## config.mk

```make
export PLATFORM = sky130hd
export DESIGN_NAME = rx_buf_alloc_ctrl_flat
export DESIGN_NICKNAME = d
export VERILOG_FILES = /design/src/rtl/rx_buf_alloc_ctrl_pkg.sv /design/src/rtl/rx_buf_alloc_ctrl_if.sv /design/src/rtl/rx_buf_alloc_ctrl_rr_arbiter.sv /design/src/rtl/rx_buf_alloc_ctrl.sv /design/src/flat_wrapper.sv
export SDC_FILE = /design/constraint.sdc
export NUM_CORES = 1
export LEC_CHECK = 0
export BUFFER_PORTS_ARGS = -buffer_cell sky130_fd_sc_hd__buf_2
export CAP_MARGIN = 20
export CORE_MARGIN = 1.5
export CORE_UTILIZATION = 54
export DETAILED_ROUTE_END_ITERATION = 8
export PLACE_DENSITY = 0.8
export SETUP_SLACK_MARGIN = 0.2
export SLEW_MARGIN = 40
export SYNTH_ARGS = -nofsm -noshare
export SYNTH_HDL_FRONTEND = slang
export SYNTH_HIERARCHICAL = 1
export SYNTH_SLANG_ARGS = --single-unit
```

## constraint.sdc

```tcl
create_clock -name clock -period 4.5 [get_ports clock]
set_clock_uncertainty 0.2 [all_clocks]
set_input_delay 0.225 -clock clock [delete_from_list [all_inputs] [get_ports clock]]
set_output_delay 0.225 -clock clock [all_outputs]
set_load 0.02 [all_outputs]
```

## src/rtl/rx_buf_alloc_ctrl_pkg.sv

```systemverilog
// Shared constants and FSM encoding for the receive buffer allocation controller.
package rx_buf_pkg;

  localparam int POOL_DEPTH = 32;
  localparam int CNT_W      = 3;
  localparam int PTR_W      = 6;
  localparam int BASE_W     = $clog2(POOL_DEPTH);

  typedef enum logic [1:0] {
    IDLE   = 2'd0,
    CHECK  = 2'd1,
    GRANT  = 2'd2,
    SETTLE = 2'd3
  } state_t;

endpackage

```

## src/rtl/rx_buf_alloc_ctrl_if.sv

```systemverilog
// Request/grant and pool-side signals between receive engines, buffer pool and allocator.
interface rx_buf_alloc_ctrl_if
  import rx_buf_pkg::*;
#(
  parameter int NUM_REQ = 4
);

  logic [NUM_REQ-1:0]       reqValid;
  logic [NUM_REQ*CNT_W-1:0] reqNum;
  logic [NUM_REQ-1:0]       reqAck;
  logic [BASE_W-1:0]        grantBase;
  logic                     bufRegister;
  logic [CNT_W-1:0]         rgstrNum;
  logic [PTR_W-1:0]         rgstrPtr;
  logic [PTR_W-1:0]         lastNum;
  logic                     poolEmpty;
  logic                     slotDone;
  logic                     bufRelease;
  logic                     freshMapping;
  logic                     busy;
  logic                     relOverflow;

  // Engines and pool side.
  modport master (
    output reqValid, reqNum, rgstrPtr, lastNum, poolEmpty, slotDone,
    input  reqAck, grantBase, bufRegister, rgstrNum, bufRelease, freshMapping,
           busy, relOverflow
  );

  // Allocation controller side.
  modport slave (
    input  reqValid, reqNum, rgstrPtr, lastNum, poolEmpty, slotDone,
    output reqAck, grantBase, bufRegister, rgstrNum, bufRelease, freshMapping,
           busy, relOverflow
  );

endinterface

```

## src/rtl/rx_buf_alloc_ctrl_rr_arbiter.sv

```systemverilog
// Combinational round-robin arbiter: first valid requester at or after i_ptr wins.
module rr_arbiter #(
  parameter int NUM_REQ = 4,
  localparam int IW     = $clog2(NUM_REQ)
) (
  input  logic [NUM_REQ-1:0] i_req,
  input  logic [IW-1:0]      i_ptr,
  output logic [NUM_REQ-1:0] o_gnt,
  output logic [IW-1:0]      o_idx,
  output logic               o_any
);

  int w_c;

  always_comb begin
    o_gnt = '0;
    o_idx = '0;
    o_any = 1'b0;
    w_c   = 0;
    for (int k = 0; k < NUM_REQ; k++) begin
      w_c = int'(i_ptr) + k;
      if (w_c >= NUM_REQ) w_c = w_c - NUM_REQ;
      if (!o_any && i_req[w_c]) begin
        o_any      = 1'b1;
        o_gnt[w_c] = 1'b1;
        o_idx      = IW'(w_c);
      end
    end
  end

endmodule

```

## src/rtl/rx_buf_alloc_ctrl.sv

```systemverilog
// Round-robin slot allocator (ack 2 cycles after request, one grant per 4 cycles; oversize
// requests hold in CHECK) plus a paced release path (release 1 cycle after slotDone).
module rx_buf_alloc_ctrl
  import rx_buf_pkg::*;
#(
  parameter int NUM_REQ = 4
) (
  input logic               clock,
  input logic               reset,
  rx_buf_alloc_ctrl_if.slave bus
);

  localparam int IW = $clog2(NUM_REQ);

  state_t             r_state;
  logic [IW-1:0]      r_rr_ptr;
  logic [IW-1:0]      r_id;
  logic [CNT_W-1:0]   r_num;
  logic [NUM_REQ-1:0] r_req_ack;
  logic [BASE_W-1:0]  r_grant_base;
  logic               r_buf_register;
  logic [CNT_W-1:0]   r_rgstr_num;

  logic [PTR_W-1:0]   r_pend_rel;
  logic               r_buf_release;
  logic               r_fresh_mapping;
  logic               r_rel_overflow;

  logic [NUM_REQ-1:0] w_gnt;
  logic [IW-1:0]      w_idx;
  logic               w_any;
  logic [PTR_W:0]     w_avail;
  logic               w_fire;
  logic [PTR_W:0]     w_next;
  logic               w_drop;
  logic               w_unused_ptr;

  rr_arbiter #(.NUM_REQ(NUM_REQ)) u_arb (
    .i_req (bus.reqValid),
    .i_ptr (r_rr_ptr),
    .o_gnt (w_gnt),
    .o_idx (w_idx),
    .o_any (w_any)
  );

  assign w_unused_ptr = ^{bus.rgstrPtr[PTR_W-1:BASE_W], w_gnt};

  // Output pulses default low every cycle; only the CHECK->GRANT transition raises them.
  always_ff @(posedge clock or posedge reset) begin
    if (reset) begin
      r_state        <= IDLE;
      r_rr_ptr       <= '0;
      r_id           <= '0;
      r_num          <= '0;
      r_req_ack      <= '0;
      r_grant_base   <= '0;
      r_buf_register <= 1'b0;
      r_rgstr_num    <= '0;
    end else begin
      r_req_ack      <= '0;
      r_buf_register <= 1'b0;
      r_rgstr_num    <= '0;
      r_grant_base   <= '0;
      case (r_state)
        IDLE: begin
          if (w_any) begin
            r_id    <= w_idx;
            r_num   <= bus.reqNum[int'(w_idx)*CNT_W +: CNT_W];
            r_state <= CHECK;
          end
        end
        CHECK: begin
          if (PTR_W'(r_num) <= bus.lastNum) begin
            r_req_ack      <= NUM_REQ'(1) << r_id;
            r_grant_base   <= bus.rgstrPtr[BASE_W-1:0];
            r_buf_register <= (r_num != '0);
            r_rgstr_num    <= r_num;
            r_state        <= GRANT;
          end
        end
        GRANT: begin
          r_rr_ptr <= (r_id == IW'(NUM_REQ-1)) ? '0 : r_id + IW'(1);
          r_state  <= SETTLE;
        end
        SETTLE:  r_state <= IDLE;
        default: r_state <= IDLE;
      endcase
    end
  end

  // Count the incoming pulse before deciding, so a lone slotDone releases on the next edge.
  assign w_avail = {1'b0, r_pend_rel} + (PTR_W+1)'(bus.slotDone);
  assign w_fire  = (w_avail != '0) && !bus.poolEmpty;
  assign w_next  = w_avail - (PTR_W+1)'(w_fire);
  assign w_drop  = (w_next > (PTR_W+1)'(POOL_DEPTH));

  always_ff @(posedge clock or posedge reset) begin
    if (reset) begin
      r_pend_rel      <= '0;
      r_buf_release   <= 1'b0;
      r_fresh_mapping <= 1'b0;
      r_rel_overflow  <= 1'b0;
    end else begin
      r_buf_release   <= w_fire;
      r_fresh_mapping <= r_buf_release;
      if (w_drop) begin
        r_pend_rel     <= PTR_W'(POOL_DEPTH);
        r_rel_overflow <= 1'b1;
      end else begin
        r_pend_rel <= w_next[PTR_W-1:0];
      end
    end
  end

  assign bus.reqAck       = r_req_ack;
  assign bus.grantBase    = r_grant_base;
  assign bus.bufRegister  = r_buf_register;
  assign bus.rgstrNum     = r_rgstr_num;
  assign bus.bufRelease   = r_buf_release;
  assign bus.freshMapping = r_fresh_mapping;
  assign bus.busy         = (r_state != IDLE);
  assign bus.relOverflow  = r_rel_overflow;

endmodule

```

## src/flat_wrapper.sv

```systemverilog
// flat-port wrapper written by rule: the top's interface ports become plain ports
module rx_buf_alloc_ctrl_flat import rx_buf_pkg::*;
#(
  parameter int NUM_REQ = 4
)
  (clock, reset, bus_reqValid, bus_reqNum, bus_rgstrPtr, bus_lastNum, bus_poolEmpty, bus_slotDone, bus_reqAck, bus_grantBase, bus_bufRegister, bus_rgstrNum, bus_bufRelease, bus_freshMapping, bus_busy, bus_relOverflow);
  rx_buf_alloc_ctrl_if #(.NUM_REQ(NUM_REQ)) bus_i ();
  input logic clock;
  input logic reset;
  input wire logic [$bits(bus_i.reqValid)-1:0] bus_reqValid;
  input wire logic [$bits(bus_i.reqNum)-1:0] bus_reqNum;
  input wire logic [$bits(bus_i.rgstrPtr)-1:0] bus_rgstrPtr;
  input wire logic [$bits(bus_i.lastNum)-1:0] bus_lastNum;
  input wire logic [$bits(bus_i.poolEmpty)-1:0] bus_poolEmpty;
  input wire logic [$bits(bus_i.slotDone)-1:0] bus_slotDone;
  output wire logic [$bits(bus_i.reqAck)-1:0] bus_reqAck;
  output wire logic [$bits(bus_i.grantBase)-1:0] bus_grantBase;
  output wire logic [$bits(bus_i.bufRegister)-1:0] bus_bufRegister;
  output wire logic [$bits(bus_i.rgstrNum)-1:0] bus_rgstrNum;
  output wire logic [$bits(bus_i.bufRelease)-1:0] bus_bufRelease;
  output wire logic [$bits(bus_i.freshMapping)-1:0] bus_freshMapping;
  output wire logic [$bits(bus_i.busy)-1:0] bus_busy;
  output wire logic [$bits(bus_i.relOverflow)-1:0] bus_relOverflow;
  assign bus_i.reqValid = bus_reqValid;
  assign bus_i.reqNum = bus_reqNum;
  assign bus_i.rgstrPtr = bus_rgstrPtr;
  assign bus_i.lastNum = bus_lastNum;
  assign bus_i.poolEmpty = bus_poolEmpty;
  assign bus_i.slotDone = bus_slotDone;
  assign bus_reqAck = bus_i.reqAck;
  assign bus_grantBase = bus_i.grantBase;
  assign bus_bufRegister = bus_i.bufRegister;
  assign bus_rgstrNum = bus_i.rgstrNum;
  assign bus_bufRelease = bus_i.bufRelease;
  assign bus_freshMapping = bus_i.freshMapping;
  assign bus_busy = bus_i.busy;
  assign bus_relOverflow = bus_i.relOverflow;
  rx_buf_alloc_ctrl #(.NUM_REQ(NUM_REQ)) u_core (.clock(clock), .reset(reset), .bus(bus_i));
endmodule
```

Word-level counts from Yosys, hierarchy flattened --
Cells that the tools add are included.
Storage, ports and cells: output and inout bits 17, bits of input ports 32, word-level logic and storage cells 92, register bits after elaboration 31
Cells by class: shift operators 2, $mul 1, magnitude comparators 10, add/subtract/negate cells 10, reductions and logical operators 14, mux-type cells 37, eq/ne operators 6
Operators with widths (count):
- $lt A32 B4 Y1 const B | 4
- $mux W32 | 4
- $shiftx A12 B32 Y3 | 1
- $mux W1 | 14
- $mux W2 | 7
- $sub A3 B3 Y4 const B | 3
- $mux W5 | 2
- $ge A3 B3 Y1 const B | 3
- $bmux W1 S2 | 4
- $mux W4 | 2
- $pmux W2 S4 | 1
- $add A6 B1 Y7 | 1
- $gt A7 B6 Y1 const B | 1
- $reduce_bool A7 Y1 | 1
- $sub A7 B1 Y7 | 1
- $add A2 B2 Y3 const B | 2
- $eq A2 B2 Y1 const B | 3
- $le A3 B6 Y1 | 1
- $mux W3 | 2
- $mux W6 | 1
- $logic_and A1 B1 Y1 | 4
- $logic_not A1 Y1 | 4
- $mul A2 B2 Y4 const B | 1
- $reduce_and A2 Y1 | 2
- other kinds (11) | 11

Longest topological paths before layout --
Gate-level depths: netlist of run 1.
depth in word-level cells 17, depth in mapped cells 14, gate-level depth less buffers 13

By module --
Netlist of run 1, hierarchy kept.
Modules (own cells, without submodules):
- rx_buf_alloc_ctrl | area an instance 1685.4 sq um, cells each 147, times used 1, sequential area each 775.7 sq um
- rr_arbiter | area an instance 460.4 sq um, cells each 48, times used 1, sequential area each 0.0 sq um

Least setup slack after synthesis of run 1 --
Ideal clock, no wire load.
path kind register -> register, start register u_core.r_pend_rel[0], end register u_core.r_rel_overflow, in the netlist u_core/bus.relOverflow, path buffers 1, data required time 4.169 ns, path slack 1.157 ns, data arrival time 3.012 ns, period minus slack after synthesis 3.343 ns, setup time 0.131 ns, cell stages (with the launch flop) 14, cells stage by stage dfrtp_1 > ha_1 > ha_1 > buf_6 > xor2_2 > nor3_1 > a31oi_1 > ha_1 > ha_1 > or4b_4 > o31ai_4 > xnor2_1 > a311oi_2 > or3_1
On the way: cells in the longest elaborated chain, start to end 5
RTL lines:
- start, declared | RTL line rx_buf_alloc_ctrl.sv:24 | logic [PTR_W-1:0] r_pend_rel;
- start signal, assigned | RTL line rx_buf_alloc_ctrl.sv:107 | r_pend_rel <= PTR_W'(POOL_DEPTH);
- start signal, assigned | RTL line rx_buf_alloc_ctrl.sv:110 | r_pend_rel <= w_next[PTR_W-1:0];
- $add A6 B1 Y7 | RTL line rx_buf_alloc_ctrl.sv:92 | assign w_avail = {1'b0, r_pend_rel} + (PTR_W+1)'(bus.slotDone);
- $reduce_bool A7 Y1 | RTL line rx_buf_alloc_ctrl.sv:93 | assign w_fire = (w_avail != '0) && !bus.poolEmpty;
- $logic_and A1 B1 Y1 | RTL line rx_buf_alloc_ctrl.sv:93
- via u_core.w_fire | RTL line rx_buf_alloc_ctrl.sv:33 | logic w_fire;
- $sub A7 B1 Y7 | RTL line rx_buf_alloc_ctrl.sv:94 | assign w_next = w_avail - (PTR_W+1)'(w_fire);
- $gt A7 B6 Y1 | RTL line rx_buf_alloc_ctrl.sv:95 | assign w_drop = (w_next > (PTR_W+1)'(POOL_DEPTH));
- end signal, assigned | RTL line rx_buf_alloc_ctrl.sv:102 | r_rel_overflow <= 1'b0;
- end signal, assigned | RTL line rx_buf_alloc_ctrl.sv:108 | r_rel_overflow <= 1'b1;
- end, declared | RTL line rx_buf_alloc_ctrl.sv:27 | logic r_rel_overflow;
The timed path passes the listed nets, and every way through them passes these cells. A chain may end at the register's enable or synchronous reset.

Worst setup path after layout of run 1 --
Ends and elaborated chain as after synthesis.

==> qor.yml, run 1 <==
sta:
  final_hold_viol_count: 0
  fin_crit_ps: 3750
  fmax_ghz: 0.266
  rsz0062_at_grt: "no"
  slew_headroom_pct: 52.6
  fin_crit_sh_pct: 83.4
  worstMarginPinSlew_ps: 710
  slew_viol_final: 0
  tns_ps: 0
  finalSetupViolations: 0
setup_path:
  rr_worst_depth: 13
  cpMostUsedCell: "ha_1"
  critPathMaxStageDelay_ps: 500
  cp_cell_sequence: "ha_1, ha_1, nand3_1, nand2_1, mux2i_1, a31oi_1, ha_1, ha_1, or4b_4, o31ai_4, xnor2_1, a311oi_2, or3_1"
  slowest_stage: "or4b_4"
  critical_path_required_ps: 4520
  worst-path-max-fanout: 7
  path_class: "reg -> reg"
  endpoint_kind: "flip-flop"
  reg2reg_from: "u_core/r_pend_rel[0]"
  r2r-end: "u_core/bus.relOverflow"
  arrival_ps: 3770
  r2r_slack_ps: 750
  start_kind: "flip-flop"
clocking:
  postCtsHoldBufs: 7
  cts_tree: "done"
  cts-root-buf: "clkbuf_4"
  cts.sinks: 31
  cts_max_level: 2
  clock_latency_ps: 330
  clkTransAtPathRegs_ps: 100
  post-cts-setup-buffers: 0
  cts_buffer_depth: 2
  cts_resized: 0
  cts_buffers: 5
final_layout:
  seq_area_um2: 776
  diodes: 0
  final_util_pct: 69.5
  multi_input_area_mm2: 0.00108
  layout-drive-gt1-share_pct: 33.2
  nFillCells: 259
  fin_nets: 280
  syn_to_final_growth_pct: 19.9
pwr:
  ir_drop_v: 0.000383
  cellPowerDensity_mw_per_mm2: 623
  p_leak_nw: 1.20
route:
  dr.pass1.iters: 6
  num_vias: 1524
  drtAntennaViolNets: 0
  via_per_inst: 5.48
  drt-total-wl_um: 3770
  wire_per_inst_um: 13.6
  drt_iter0_drc: 68
  drc_errors: 0
floorplan:
  core_area_mm2: 0.00342
  die_y_um: 63.5
  die_w_um: 63.5
  die_area_mm2: 0.00404
  ios: 49
  fp-row-count: 21
  start_util_pct: 57.9
outcome:
  status: "finished, final reports clean"
synth:
  ys_warn_count: 6
  syn_nets: 225
  syn_area_mm2: 0.00198
  synthCells: 176
  syn_area_per_cell_um2: 11.2
grt:
  grt_max_degree: 32
  grt_pass1_vias: 1503
  grtUsageTotal_pct: 20.9
  antenna_found_initial: 0
  grt_pass1_wl_um: 6470
  grt-ovfl-total: 0
min_path:
  whs_path_depth: 3
  hold_path_end: "u_core/r_num[2]"
  min_path_type: "in -> reg"
  worstHoldStart: "bus_reqNum[2]"
flow_run:
  maxCapViolations: 0
place:
  place_hpwl_um: 2880
  port_buffers: 47
  globalplace.congestion: 0.809
==> area by class of cell <==
class	count	share of cell area (%)
Clock buffer	7	2.74
Sequential cell	31	32.7
Multi-Input combinational cell	119	45.6
Timing Repair Buffer	55	13.2
Tap cell	46	2.43
Inverter	19	3.01
Clock inverter	1	0.316
==> cell usage in the layout (no fill, tap or decap), types with 7 or more instances in the layout <==
cell,instances
and2_1,12
dlygate4sd3_1,7
mux2_2,10
inv_1,19
ha_1,17
dfrtp_1,31
nor2_1,13
nor3_1,7
buf_2,47
==> registers in the layout (all words and copies together), names as in the netlist, 2 cells and up <==
register,cells
u_core/r_pend_rel,6
u_core/r_rr_ptr,2
u_core/bus.rgstrNum,3
u_core/bus.reqAck,4
u_core/r_num,3
u_core/bus.grantBase,5
u_core/r_state,2
u_core/r_id,2
==> worst max-delay path: cells and delay by family, from the launching register on <==
family                     cells  cell delay [ps]
xor gates and xnor gates       1              190
and+or+nand+nor                4             1190
AOI/OAI and AO/OA              3              490
adders and majority gates      4             1150
muxes                          1               70
DFF                            1              350
==> metal layers <==
layer	vias up	wire (um)	global-route usage (%)	part of all wire, %
met1	734	1540	24.3	41
li1	734	-	-	-
met5	-	0	0	0
met4	0	110	8.15	2.9
met2	44	1940	36.3	51
met3	12	178	5.89	4.7
==> through the flow <==
step	hold slack, ps	total power, mW	cells	area (um2)	setup slack [ps]
after CTS	127	1.48	278	2370	755
after detailed placement	116	1.29	263	2220	785
after floorplan	118	1.13	176	1980	1160
final	136	1.48	278	2370	746
after global placement	115	1.26	263	2220	807
after global routing	126	1.61	278	2370	457
==> worst max path at each step <==
stage          cells past startpoint                endpoint  slack [ps]                  from
2_1_floorplan                     13  u_core/bus.relOverflow        1160  u_core/r_pend_rel[0]
5_1_grt                           13  u_core/bus.relOverflow         460  u_core/r_pend_rel[0]
6_report                          13  u_core/bus.relOverflow         750  u_core/r_pend_rel[0]
4_1_cts                           13  u_core/bus.relOverflow         750  u_core/r_pend_rel[0]
3_5_place_dp                      13  u_core/bus.relOverflow         790  u_core/r_pend_rel[0]
3_3_place_gp                      13  u_core/bus.relOverflow         810  u_core/r_pend_rel[0]
==> where the power goes <==
group | switching (mW) | total, mW | internal (mW)
sequential | 0.0967 | 0.473 | 0.376
combinational | 0.416 | 0.819 | 0.403
clock | 0.0960 | 0.187 | 0.0912
total | 0.609 | 1.48 | 0.870
No activity file was read; power rests on OpenSTA's default activity.
==> inputs of run 2 (changes only) <==
- CORE_UTILIZATION: 54 -> 49
- PLACE_DENSITY: 0.8 -> 0.76
- clock period: 4.5 -> 3.45 ns (I/O delays scaled with it)
==> qor.yml, run 2 (synthesis results as in run 1) <==
route:
  wire_per_inst_um: 13.5  # -0.47%
  drt-total-wl_um: 3960  # +4.9%
  drc_errors: 0  # unchanged
  via_per_inst: 5.31  # -3.1%
  drt_iter0_drc: 79  # +16%
  dr.pass1.iters: 4  # -2
  num_vias: 1557  # +2.2%
  drtAntennaViolNets: 0  # unchanged
setup_path:
  cp_cell_sequence: "ha_2, buf_4, ha_4, xor2_4, nor3_1, a31oi_1, ha_2, ha_4, or4b_4, o31ai_4, xnor2_2, a311oi_2, or3_1"
  r2r-end: "u_core/bus.relOverflow"
  endpoint_kind: "flip-flop"
  arrival_ps: 3200  # -570 ps
  critPathMaxStageDelay_ps: 460  # -40 ps
  r2r_slack_ps: 210  # -540 ps
  rr_worst_depth: 13  # unchanged
  critical_path_required_ps: 3400  # -1120 ps
  start_kind: "flip-flop"
  worst-path-max-fanout: 5  # -2
  reg2reg_from: "u_core/r_pend_rel[0]"
  slowest_stage: "or4b_4"
  path_class: "reg -> reg"
pwr:
  ir_drop_v: 0.000505  # +32%
  seq_power_share_pct: 29.0  # -3.0 points
  netSwitchingPower_uw: 836  # +37%
  swShare_pct: 40.0  # -1.1 points
  p_clk_share_pct: 13.5  # +0.8 points
  combPwrFrac_pct: 57.5  # +2.1 points
  cellPowerDensity_mw_per_mm2: 812  # +30%
  p_int_mw: 1.25  # +44%
  p_leak_nw: 1.27  # +6.5%
sta:
  final_hold_viol_count: 0  # unchanged
  tns_ps: 0  # unchanged
  fin_crit_sh_pct: 94.1  # +11 points
  fin_crit_ps: 3240  # -509 ps
  setup_ws_ps: 205  # -541 ps
  finalSetupViolations: 0  # unchanged
  rsz0062_at_grt: "yes"
  slew_headroom_pct: 56.2  # +3.6 points
  slew_viol_final: 0  # unchanged
  fmax_ghz: 0.308  # +16%
  worstMarginPinSlew_ps: 655  # -54.6 ps
grt:
  grt-ovfl-total: 0  # unchanged
  grt_pass1_vias: 1572  # +4.6%
  grt_pass1_wl_um: 6600  # +2.1%
  grtUsageTotal_pct: 19.8  # -1.0 points
  grt_max_degree: 32  # unchanged
  antenna_found_initial: 0  # unchanged
min_path:
  min_path_type: "in -> reg"
  hold_path_end: "u_core/r_num[2]"
  worstHoldStart: "bus_reqNum[2]"
  whs_path_depth: 3  # unchanged
floorplan:
  die_area_mm2: 0.00443  # +9.7%
  die_y_um: 66.5  # +4.7%
  core_area_mm2: 0.00377  # +10%
  start_util_pct: 52.5  # -5.5 points
  fp-row-count: 22  # +4.8%
  die_w_um: 66.5  # +4.7%
  ios: 49  # unchanged
clocking:
  cts_tree: "done"
  cts_buffers: 5  # unchanged
  cts_buffer_depth: 2  # unchanged
  cts-root-buf: "clkbuf_8"
  cts.sinks: 31  # unchanged
  clkTransAtPathRegs_ps: 60  # -40 ps
  clock_latency_ps: 280  # -50 ps
  cts_max_level: 2  # unchanged
final_layout:
  fin_nets: 294  # +5.0%
  layout_commonest_cell: "buf_2"
  diodes: 0  # unchanged
  layout-drive-gt1-share_pct: 40.0  # +6.8 points
  most-common-layout-cells: "buf_2 (47), dfrtp_1 (31), inv_1 (19)"
  largest_reg_flops: 6  # unchanged
  syn_to_final_growth_pct: 29.9
  top_register: "u_core/r_pend_rel"
flow_run:
  maxCapViolations: 0  # unchanged
place:
  place_ws_ps: 70.2  # -715 ps
  place_hpwl_um: 2840  # -1.3%
  globalplace.congestion: 0.888  # +9.7%
  port_buffers: 47  # unchanged
outcome:
  status: "finished, final reports clean"
-- run 2: worst max-delay path by stage --
stage,start,to,slack [ps],cells past startpoint
after CTS,u_core/r_rr_ptr[0],u_core/r_num[0],220,6
after floorplan,u_core/r_pend_rel[0],u_core/bus.relOverflow,220,14
after global placement,u_core/r_pend_rel[0],u_core/bus.relOverflow,130,13
final,u_core/r_pend_rel[0],u_core/bus.relOverflow,210,13
after global routing,u_core/r_pend_rel[0],u_core/bus.relOverflow,70,14
after detailed placement,u_core/r_pend_rel[0],u_core/bus.relOverflow,70,13
-- run 2: critical path: cells and delay by family, from the launching register on --
kind | cells | cell delay, ps
simple gates | 3 | 910
fa+ha+maj | 4 | 730
compound gates | 3 | 430
flops | 1 | 360
xor+xnor | 2 | 330
buf+inv | 1 | 130
-- run 2: metal layers --
| metal | wire, um | global-route usage (%) | part of all wire (%) |
|---|---|---|---|
| met5 | 0 | 0 | 0 |
| met4 | 97 | 8.42 | 2.5 |
| met2 | 2030 | 34.3 | 51 |
| met1 | 1660 | 23.1 | 42 |
| met3 | 174 | 5.41 | 4.4 |
-- run 2: per-stage QoR --
step / power (mW) / hold slack, ps / area (um2) / util, % / std cells
6_report: 2.09 / 137 / 2570 / 68.1 / 293
2_1_floorplan: 1.49 / 66.0 / 2000 / - / 176
3_3_place_gp: 1.68 / 65.9 / 2300 / 61.0 / 272
4_1_cts: 2.06 / 133 / 2530 / 67.1 / 290
5_1_grt: 2.26 / 139 / 2570 / 68.1 / 293
3_5_place_dp: 1.72 / 76.6 / 2300 / 61.0 / 272
-- run 2: power groups by stage --
stage / Clock, mW / Sequential, mW / Combinational (mW)
detailed placement: 0 / 0.604 / 1.12
global route: 0.308 / 0.628 / 1.32
CTS: 0.291 / 0.599 / 1.17
floorplan: 0 / 0.629 / 0.864
global placement: 0 / 0.597 / 1.08
finish: 0.281 / 0.606 / 1.20
-- run 2: repair_timing --
action / CTS / global route
hold buffers: 7 / 0
setup endpoints to repair: 1 / 3
resized for setup: 10 / 2
endpoints found under the hold margin: 37 / 0
pin swaps: 9 / 6
setup buffers: 4 / 3
-- run 2: final cells by class --
type                    instances  area, um2
multi-input cells             119       1150
repair buffers                 69        422
clock inverters                 1       5.00
inverters                      19       71.3
flip-flops and latches         31        776
clock buffers                   6       82.6
fillers                       283       1200
well taps                      48       60.1
